==> src/rtl/chunked_ripple_adder_if.sv <==
// ---------------------------------------------------------------------------
// chunked_ripple_adder_if
//
// Request/response bundle for the chunked ripple adder.
//
// Handshake: the master raises start with sub/cin/a/b valid. The request is
// taken on any rising clock edge where busy is low; while busy is high, start
// and the operands are ignored. When the result is ready, done pulses high for
// exactly one cycle with sum/cout/ovf valid. Those outputs keep that value
// until the next completion. done and busy are never high together.
//
// Signals
//   start : request strobe (master -> slave)
//   sub   : 0 = a + b + cin, 1 = a - b (master -> slave)
//   cin   : carry-in for add mode (master -> slave)
//   a, b  : WIDTH-bit operands (master -> slave)
//   busy  : operation in progress (slave -> master)
//   done  : one-cycle result-valid pulse (slave -> master)
//   sum   : WIDTH-bit result (slave -> master)
//   cout  : carry out of the MSB; in sub mode 1 means no borrow (slave -> master)
//   ovf   : two's-complement signed overflow (slave -> master)
// ---------------------------------------------------------------------------
interface chunked_ripple_adder_if #(
  parameter int WIDTH = 16
);
  logic             start;
  logic             sub;
  logic             cin;
  logic [WIDTH-1:0] a;
  logic [WIDTH-1:0] b;
  logic             busy;
  logic             done;
  logic [WIDTH-1:0] sum;
  logic             cout;
  logic             ovf;

  modport master (
    output start, sub, cin, a, b,
    input  busy, done, sum, cout, ovf
  );

  modport slave (
    input  start, sub, cin, a, b,
    output busy, done, sum, cout, ovf
  );
endinterface

==> src/rtl/chunked_ripple_adder.sv <==
// ---------------------------------------------------------------------------
// chunked_ripple_adder
//
// Multi-cycle adder/subtractor. A WIDTH-bit add is resolved one CHUNK-bit
// ripple slice per clock, least-significant slice first, so a result takes
// NCH = WIDTH/CHUNK cycles after the request is taken.
//
// Ports
//   clk       : rising-edge clock
//   rst       : asynchronous active-high reset
//   bus       : slave side of chunked_ripple_adder_if (start/sub/cin/a/b in,
//               busy/done/sum/cout/ovf out)
//   dbg_state : current FSM state (IDLE=0, RUN=1, DONE=2)
//
// Parameters
//   WIDTH : operand/result width, an integer multiple of CHUNK
//   CHUNK : bits resolved per cycle, 1..WIDTH
// ---------------------------------------------------------------------------
module chunked_ripple_adder #(
  parameter int WIDTH = 16,
  parameter int CHUNK = 4
) (
  input  logic                    clk,
  input  logic                    rst,
  chunked_ripple_adder_if.slave   bus,
  output logic [1:0]              dbg_state
);

  localparam int NCH   = WIDTH / CHUNK;
  localparam int IDX_W = (NCH > 1) ? $clog2(NCH) : 1;

  typedef enum logic [1:0] {
    IDLE = 2'd0,
    RUN  = 2'd1,
    DONE = 2'd2
  } state_t;

  state_t state;
  state_t state_next;

  // FSM-to-datapath controls
  logic load;    // capture a new request
  logic step;    // process the current slice
  logic finish;  // current slice is the last one; publish the result

  // Operation context, frozen at request time so operand changes mid-run
  // cannot leak into the result.
  logic [WIDTH-1:0] a_q;
  logic [WIDTH-1:0] b_q;     // already inverted for subtract
  logic [WIDTH-1:0] acc;     // slices resolved so far
  logic             carry;
  logic [IDX_W-1:0] idx;

  // Published result; only ever written on completion or reset.
  logic [WIDTH-1:0] sum_q;
  logic             cout_q;
  logic             ovf_q;

  // Slice datapath
  int               base;
  logic [CHUNK-1:0] a_slice;
  logic [CHUNK-1:0] b_slice;
  logic [CHUNK:0]   slice;
  logic [WIDTH-1:0] acc_next;
  logic             last;
  logic             ovf_next;

  // -------------------------------------------------------------------------
  // Slice adder: one CHUNK+1 bit ripple add per cycle. acc_next already holds
  // the current slice so the final result can be published on the same edge
  // that resolves the last slice.
  // -------------------------------------------------------------------------
  always_comb begin
    base     = int'(idx) * CHUNK;
    a_slice  = a_q[base +: CHUNK];
    b_slice  = b_q[base +: CHUNK];
    slice    = {1'b0, a_slice} + {1'b0, b_slice} + {{CHUNK{1'b0}}, carry};
    acc_next = acc;
    acc_next[base +: CHUNK] = slice[CHUNK-1:0];
  end

  assign last = (idx == IDX_W'(NCH - 1));

  // Overflow uses the effective (possibly inverted) B: operands of equal
  // sign producing a result of the other sign.
  assign ovf_next = (a_q[WIDTH-1] == b_q[WIDTH-1]) &&
                    (acc_next[WIDTH-1] != a_q[WIDTH-1]);

  // -------------------------------------------------------------------------
  // FSM state register
  // -------------------------------------------------------------------------
  always_ff @(posedge clk or posedge rst) begin
    if (rst) begin
      state <= IDLE;
    end else begin
      state <= state_next;
    end
  end

  // -------------------------------------------------------------------------
  // FSM next-state and control decode. DONE accepts a new request exactly
  // like IDLE, which gives back-to-back throughput of one result per NCH+1.
  // -------------------------------------------------------------------------
  always_comb begin
    state_next = state;
    load       = 1'b0;
    step       = 1'b0;
    finish     = 1'b0;
    case (state)
      IDLE: begin
        if (bus.start) begin
          load       = 1'b1;
          state_next = RUN;
        end
      end
      RUN: begin
        step = 1'b1;
        if (last) begin
          finish     = 1'b1;
          state_next = DONE;
        end
      end
      DONE: begin
        if (bus.start) begin
          load       = 1'b1;
          state_next = RUN;
        end else begin
          state_next = IDLE;
        end
      end
      default: begin
        state_next = IDLE;
      end
    endcase
  end

  // -------------------------------------------------------------------------
  // Working registers
  // -------------------------------------------------------------------------
  always_ff @(posedge clk or posedge rst) begin
    if (rst) begin
      a_q   <= '0;
      b_q   <= '0;
      acc   <= '0;
      carry <= 1'b0;
      idx   <= '0;
    end else if (load) begin
      a_q   <= bus.a;
      // Subtract is a + ~b + 1; cin is ignored in that mode.
      b_q   <= bus.sub ? ~bus.b : bus.b;
      carry <= bus.sub ? 1'b1 : bus.cin;
      acc   <= '0;
      idx   <= '0;
    end else if (step) begin
      acc   <= acc_next;
      carry <= slice[CHUNK];
      idx   <= idx + IDX_W'(1);
    end
  end

  // -------------------------------------------------------------------------
  // Result registers: hold the previous result through RUN so no partial
  // value is ever visible.
  // -------------------------------------------------------------------------
  always_ff @(posedge clk or posedge rst) begin
    if (rst) begin
      sum_q  <= '0;
      cout_q <= 1'b0;
      ovf_q  <= 1'b0;
    end else if (finish) begin
      sum_q  <= acc_next;
      cout_q <= slice[CHUNK];
      ovf_q  <= ovf_next;
    end
  end

  // -------------------------------------------------------------------------
  // Outputs. busy/done decode straight from the state register, so busy falls
  // on the same edge done rises and the two are never high together.
  // -------------------------------------------------------------------------
  assign bus.busy  = (state == RUN);
  assign bus.done  = (state == DONE);
  assign bus.sum   = sum_q;
  assign bus.cout  = cout_q;
  assign bus.ovf   = ovf_q;
  assign dbg_state = state;

endmodule

==> src/flat_wrapper.sv <==
// flat-port wrapper written by rule: the top's interface ports become plain ports
module chunked_ripple_adder_flat 
#(
  parameter int WIDTH = 16,
  parameter int CHUNK = 4
)
  (clk, rst, dbg_state, bus_start, bus_sub, bus_cin, bus_a, bus_b, bus_busy, bus_done, bus_sum, bus_cout, bus_ovf);
  chunked_ripple_adder_if #(.WIDTH(WIDTH)) bus_i ();
  input  logic clk;
  input  logic rst;
  output logic [1:0] dbg_state;
  input wire logic [$bits(bus_i.start)-1:0] bus_start;
  input wire logic [$bits(bus_i.sub)-1:0] bus_sub;
  input wire logic [$bits(bus_i.cin)-1:0] bus_cin;
  input wire logic [$bits(bus_i.a)-1:0] bus_a;
  input wire logic [$bits(bus_i.b)-1:0] bus_b;
  output wire logic [$bits(bus_i.busy)-1:0] bus_busy;
  output wire logic [$bits(bus_i.done)-1:0] bus_done;
  output wire logic [$bits(bus_i.sum)-1:0] bus_sum;
  output wire logic [$bits(bus_i.cout)-1:0] bus_cout;
  output wire logic [$bits(bus_i.ovf)-1:0] bus_ovf;
  assign bus_i.start = bus_start;
  assign bus_i.sub = bus_sub;
  assign bus_i.cin = bus_cin;
  assign bus_i.a = bus_a;
  assign bus_i.b = bus_b;
  assign bus_busy = bus_i.busy;
  assign bus_done = bus_i.done;
  assign bus_sum = bus_i.sum;
  assign bus_cout = bus_i.cout;
  assign bus_ovf = bus_i.ovf;
  chunked_ripple_adder #(.WIDTH(WIDTH), .CHUNK(CHUNK)) u_core (.clk(clk), .rst(rst), .bus(bus_i), .dbg_state(dbg_state));
endmodule
==> config.mk <==
export PLATFORM = sky130hd
export DESIGN_NAME = chunked_ripple_adder_flat
export DESIGN_NICKNAME = d
export VERILOG_FILES = /design/src/rtl/chunked_ripple_adder_if.sv /design/src/rtl/chunked_ripple_adder.sv /design/src/flat_wrapper.sv
export SDC_FILE = /design/constraint.sdc
export NUM_CORES = 1
export LEC_CHECK = 0
export CORE_UTILIZATION = 25
export CTS_CLUSTER_DIAMETER = 120
export DETAILED_ROUTE_END_ITERATION = 10
export GPL_TIMING_DRIVEN = 0
export PLACE_DENSITY_LB_ADDON = 0.3
export SETUP_SLACK_MARGIN = 0.5
export SLEW_MARGIN = 20
export SYNTH_ARGS = -nofsm -noshare
export SYNTH_HDL_FRONTEND = slang
export SYNTH_SLANG_ARGS = --single-unit
==> constraint.sdc <==
create_clock -name clk -period 5.6 [get_ports clk]
set_input_delay 1.68 -clock clk [delete_from_list [all_inputs] [get_ports clk]]
set_output_delay 1.68 -clock clk [all_outputs]
set_load 0.01 [all_outputs]
==> results of run 1 <==
kinds of logic after synthesis:
group,Yosys count,share of synthesized area
AOI/OAI and AO/OA,79,0.152
xor gates and xnor gates,17,0.0431
adders and majority gates,11,0.0441
buffers and inverters,38,0.0478
DFF,71,0.514
muxes,9,0.0554
and+or+nand+nor,110,0.144
worst register-to-register path, cell delays in order, from the launching register on:
cell and delay (ns):
dfrtp_1 0.41, buf_6 0.16, buf_4 0.22, mux4_2 0.57, fa_1 0.43, inv_1 0.08, fa_1 0.52, nor2_1 0.36
a22o_1 0.20
layer usage:
layer / vias to the layer above / global-route usage / share of wire
met5: - / 0 / 0
met4: 0 / 0.0328 / 0.0098
met3: 7 / 0.0380 / 0.046
met2: 66 / 0.203 / 0.47
met1: 1265 / 0.168 / 0.48
li1: 1289 / - / -
area by class of cell:
class / count / area, um^2 / share of cell area
sequential: 71 / 1780 / 0.391
tap: 176 / 220 / 0.0485
multi-input combinational: 226 / 1520 / 0.334
clock buffer: 11 / 243 / 0.0534
inverter: 18 / 70.1 / 0.0154
buffer: 20 / 97.6 / 0.0215
clock inverter: 4 / 22.5 / 0.00496
timing repair buffer: 58 / 598 / 0.132
flip-flops by register name, indices dropped and copies added, names as in the netlist, 2 cells and up:
signal,count
u_core.dbg_state,2
u_core.acc,16
u_core.b_q,16
u_core.idx,2
u_core.a_q,16
u_core.bus.sum,16
path summary, 6_finish.rpt:
path | startpoint | to | slack, ns | cells after the start
worst max-delay path | u_core.dbg_state[1]$_DFFE_PP0P_ | bus_busy | 1.85 | 4
worst min-delay path | u_core.a_q[12]$_DFFE_PP0P_ | u_core.a_q[12]$_DFFE_PP0P_ | 0.47 | 2
worst max register to register | u_core.idx[0]$_DFFE_PP0P_ | u_core.acc[13]$_DFFE_PP0P_ | 2.58 | 8
worst min register to register | u_core.a_q[12]$_DFFE_PP0P_ | u_core.a_q[12]$_DFFE_PP0P_ | 0.47 | 2
max in group asynchronous | rst | u_core.a_q[5]$_DFFE_PP0P_ | 3.38 | 3
min in group asynchronous | rst | u_core.bus.cout$_DFFE_PP0P_ | 1.68 | 2
cells in the final DEF (no fill, tap or decap), types with 3 or more instances in the layout:
| cell | count |
|---|---|
| nand2_1 | 84 |
| dfrtp_1 | 71 |
| clkdlybuf4s50_1 | 57 |
| o21ai_0 | 34 |
| xnor2_1 | 17 |
| inv_1 | 16 |
| clkbuf_1 | 10 |
| a22o_1 | 9 |
| ha_1 | 9 |
| clkbuf_16 | 9 |
| a21oi_1 | 8 |
| mux4_2 | 8 |
| a32o_1 | 7 |
| buf_2 | 6 |
| a22oi_1 | 6 |
| nor2b_1 | 5 |
| nor2_1 | 4 |
| o32a_1 | 3 |
| clkinv_2 | 3 |
power groups by stage:
stage	clock (W)	combinational, W	sequential [W]
after floorplan	0	0.000897	0.000839
after global placement	0	0.00135	0.000843
after global routing	0.000545	0.00152	0.000875
after CTS	0.000525	0.00138	0.000847
final	0.000516	0.00137	0.000843
after detailed placement	0	0.00137	0.000855
per-stage QoR:
step / hold slack (ns) / std cells / instance area [um^2]
floorplan: 0.440 / 335 / 3460
global placement: 0.456 / 568 / 4250
detailed placement: 0.459 / 569 / 4280
CTS: 0.472 / 584 / 4540
global route: 0.487 / 584 / 4540
finish: 0.469 / 584 / 4540
==> results_dict.tcl, run 1 <==
set metrics [dict create \
    status "completed" \
    clk_latency_ns 0.33 \
    core_um2 13300 \
    power_switching_w 0.00113 \
    postCtsHoldBufs 0 \
    path_cells "nand2b_1, inv_1, buf_2, clkdlybuf4s50_1" \
    grt_pass1_vias 2655 \
    crit_path_max_incr_delay_ns 0.58 \
    path_delay_family "buffers and inverters" \
    synth_edf_count 0 \
    leakagePower_nw 1.98 \
    utilization 0.340 \
    drive_above_1_share 0.0956 \
    slew_violations 0 \
    post_drt_wl_per_cell_um 14.5 \
    yosysTopAreaCell "dfrtp_1" \
    overflow 0 \
    yosysMostFrequentCell "nand2_1" \
    drv_cap 0 \
    syn_nets 383 \
    gp_congestion 0.772 \
    clockBufferDepth 2 \
    cts-buffers-inserted 9 \
    startpoint_type "flip-flop" \
    critical_path_class "flip-flop to output port" \
    slew_headroom 0.528 \
    setup_viol 0 \
    grt_max_degree 48 \
    initial_core_util 0.259 \
    syn_area_per_cell_um2 10.3 \
    ys_ff_latch 71 \
    clock.fmax_ghz 0.267 \
    grt_pass1_wl_mm 14.0 \
    post-route-drc-count 0 \
    period_needed_ns 3.75 \
    path_max_fanout 10 \
    timing.setup.tns_ns 0 \
    pre_cts_ws_ns 2.18 \
    rsz0062_at_grt "false" \
    sequentialPowerShare 0.309 \
    synth_top_area_frac 0.514 \
    fill_cells 1412 \
    ys_seq_area_frac 0.514 \
    power_density_nw_per_um2 601 \
    fin_ws_ns 1.85 \
    synth.area.top_cells "dfrtp_1 (51%), nand2_1 (9.1%), mux4_2 (5.2%)" \
    dr.first_iter.drc_count 124 \
    swShare 0.413 \
    arrival_ns 2.07 \
    cts_tree "built" \
    wl_mm 8.46 \
    detail_route.first_pass.iterations 4 \
    syn_inst 335 \
    cpMaxStageDelayCell "clkdlybuf4s50_1" \
    cts_resized 0 \
    numPortBuffers 57 \
    nets 452 \
    fp.dieH_um 120 \
    skew_ns 0.00609 \
    drt.antenna.violating_nets 0 \
    power_w 0.00273 \
    ir_drop_uv 194 \
    antenna_found_initial 0 \
    cts_max_level 3 \
    post-dp-hpwl_mm 6.29 \
    cts_root_buffer "clkbuf_16" \
    grt_util_all_layers 0.127 \
    ys_warn_count 0 \
    p_int_w 0.00160 \
    die_width_um 120 \
    power_frac_clock 0.189 \
    ios 59 \
    required_ns 3.92 \
    hold_class "flip-flop to flip-flop" \
    cp_num_buf_inv 3 \
    syn_area_um2 3460 \
    dr_total_vias 2627 \
    endpoint_kind "output port" \
    hold_violations 0 \
    fp-row-count 42 \
    diodes 0 \
    finalCritPeriodShare 0.670 \
    ys.flop_type "dfrtp_1" \
    syn_to_final_growth_pct 31.4 \
    async_flop_share 1.00 \
    post_cts_buffers 0 \
    viasPerCell 4.50 \
    die_area_um2 14300 \
    worst_pin_slew_ns 0.703 \
    synth.distinct_cells 46 \
    p_comb_frac 0.502 \
    clk_pin_slew_ns 0.05 \
    clock_sinks 71 \
    synthTopCellsByCount "nand2_1 (84), dfrtp_1 (71), o21ai_0 (34)" \
]
(Power assumes the default switching activity.)
==> run 2, diff against run 1 <==
clock period = 3.17 ns   (was 5.6 ns; I/O delays follow)
==> results_dict.tcl, run 2 (synthesis results as in run 1) <==
set metrics [dict create \
    ios 59 \
    clock.fmax_ghz 0.387 \
    dpl.cell_count 570 \
    drive_above_1_share 0.141 \
    detail_route.first_pass.iterations 4 \
    drv_cap 0 \
    grt_pass1_wl_mm 14.2 \
    r2r_slack_ns 0.59 \
    final_common_cell "nand2_1" \
    syn_to_final_growth_pct 35.5 \
    finalCritPeriodShare 0.815 \
    startpoint_type "flip-flop" \
    wl_met1_mm 4.13 \
    overflow 0 \
    setup.worst_path.start "u_core.idx[0]$_DFFE_PP0P_" \
    core_um2 13300 \
    slew_headroom 0.534 \
    power_density_nw_per_um2 1110 \
    worst_pin_slew_ns 0.698 \
    top_layer "met4" \
    worst_hold_slack_ns 0.473 \
    postCtsHoldBufs 0 \
    routed-wl-met2_mm 4.00 \
    r2r_start "u_core.idx[0]$_DFFE_PP0P_" \
    leakagePower_nw 2.03 \
    hold_class "flip-flop to flip-flop" \
    die_width_um 120 \
    skew_ns 0.00723 \
    post-dp-hpwl_mm 6.31 \
    grt_pass1_vias 2758 \
    critical_path_class "flip-flop to flip-flop" \
    fp-row-count 42 \
    rr_worst_depth 8 \
    nets 455 \
    gp_congestion 0.766 \
    clk_pin_slew_ns 0.06 \
    clock_sinks 71 \
    post_drt_wl_per_cell_um 14.5 \
    numPortBuffers 57 \
    wl_mm 8.49 \
    crit_end "u_core.bus.sum[7]$_DFFE_PP0P_" \
    slew_violations 0 \
    die_area_um2 14300 \
    cts_max_level 3 \
    rsz0062_at_grt "true" \
    drt.antenna.violating_nets 0 \
    diodes 0 \
    grt_util_all_layers 0.129 \
    clockBufferDepth 2 \
    viasPerCell 4.52 \
    cts_tree "built" \
    arrival_ns 2.83 \
    cts-buffers-inserted 9 \
    final_cells 587 \
    fp.dieH_um 120 \
    fill_cells 1389 \
    period_needed_ns 2.58 \
    hold_violations 0 \
    dr_total_vias 2652 \
    initial_core_util 0.259 \
    endpoint_kind "flip-flop" \
    setup_viol 0 \
    grt_max_degree 32 \
    dr_wl_met3_um 279 \
    antenna_found_initial 0 \
    crit-reg2reg-capture "u_core.bus.sum[7]$_DFFE_PP0P_" \
    clk_latency_ns 0.33 \
    multi_input_area_um2 1570 \
    final_cell_mix "nand2_1 (84), dfrtp_1 (70), clkdlybuf4s50_1 (56)" \
    required_ns 3.42 \
    regArea_um2 1780 \
    post-route-drc-count 0 \
    path_max_fanout 10 \
    dr.first_iter.drc_count 100 \
    status "completed" \
    cts_root_buffer "clkbuf_16" \
    ir_drop_uv 426 \
    timing.setup.tns_ns 0 \
]
## run 2: cell count changes in the layout (fill, tap and decap cells not counted), sizes merged
cell,previous run,this run
buf,12,15
bufinv,0,1
clkbuf,20,19
clkdlybuf4s50,57,56
dlygate4sd2,0,1
## run 2: timing repair
action                                  4_1_cts  5_1_grt
pin swaps                                     2        2
endpoints found under the setup margin       28       22
endpoints found under the hold margin         0        0
setup buffers                                 2        0
resized for setup                            16        7
## run 2: worst min-delay path by stage
stage,start,end,slack [ns],depth (start not counted)
detailed placement,u_core.a_q[10]$_DFFE_PP0P_,u_core.a_q[10]$_DFFE_PP0P_,0.46,2
finish,u_core.a_q[10]$_DFFE_PP0P_,u_core.a_q[10]$_DFFE_PP0P_,0.47,2
global route,u_core.a_q[14]$_DFFE_PP0P_,u_core.a_q[14]$_DFFE_PP0P_,0.49,2
floorplan,u_core.a_q[10]$_DFFE_PP0P_,u_core.a_q[10]$_DFFE_PP0P_,0.44,2
global placement,u_core.a_q[0]$_DFFE_PP0P_,u_core.a_q[0]$_DFFE_PP0P_,0.46,2
CTS,u_core.a_q[10]$_DFFE_PP0P_,u_core.a_q[10]$_DFFE_PP0P_,0.48,2
## run 2: cell type report
type | count | share of cell area
multi-input combinational | 226 | 0.335
clock inverter | 5 | 0.0123
clock buffer | 10 | 0.0510
inverter | 18 | 0.0152
sequential | 71 | 0.379
timing repair buffer | 61 | 0.136
tap | 176 | 0.0470
buffer | 20 | 0.0240
## run 2: report_power, final
group          switching [W]  internal [W]  total (W)
combinational        0.00151       0.00117    0.00268
sequential          0.000215       0.00128    0.00149
clock               0.000383      0.000627    0.00101
## run 2: critical path, stage by stage, from the launching register on
cell and delay (ns):
dfrtp_1 0.36, buf_6 0.11, buf_12 0.13, mux4_2 0.52, ha_2 0.41, nand3_1 0.17, and3b_2 0.30, o32a_1 0.36
o21ai_0 0.14
## run 2: per-layer routing
layer,track usage,up-vias
li1,-,1299
met1,0.172,1293
met2,0.203,54
met3,0.0309,6
met4,0.0422,0
met5,0,-
## run 2: stage by stage
stage	setup WS, ns	total power [W]	utilization	area, um^2
after floorplan	0.578	0.00307	-	3460
after global placement	0.0772	0.00390	0.319	4250
after detailed placement	0.0774	0.00395	0.323	4310
after CTS	0.501	0.00516	0.350	4670
after global routing	0.473	0.00555	0.351	4690
final	0.585	0.00519	0.351	4690
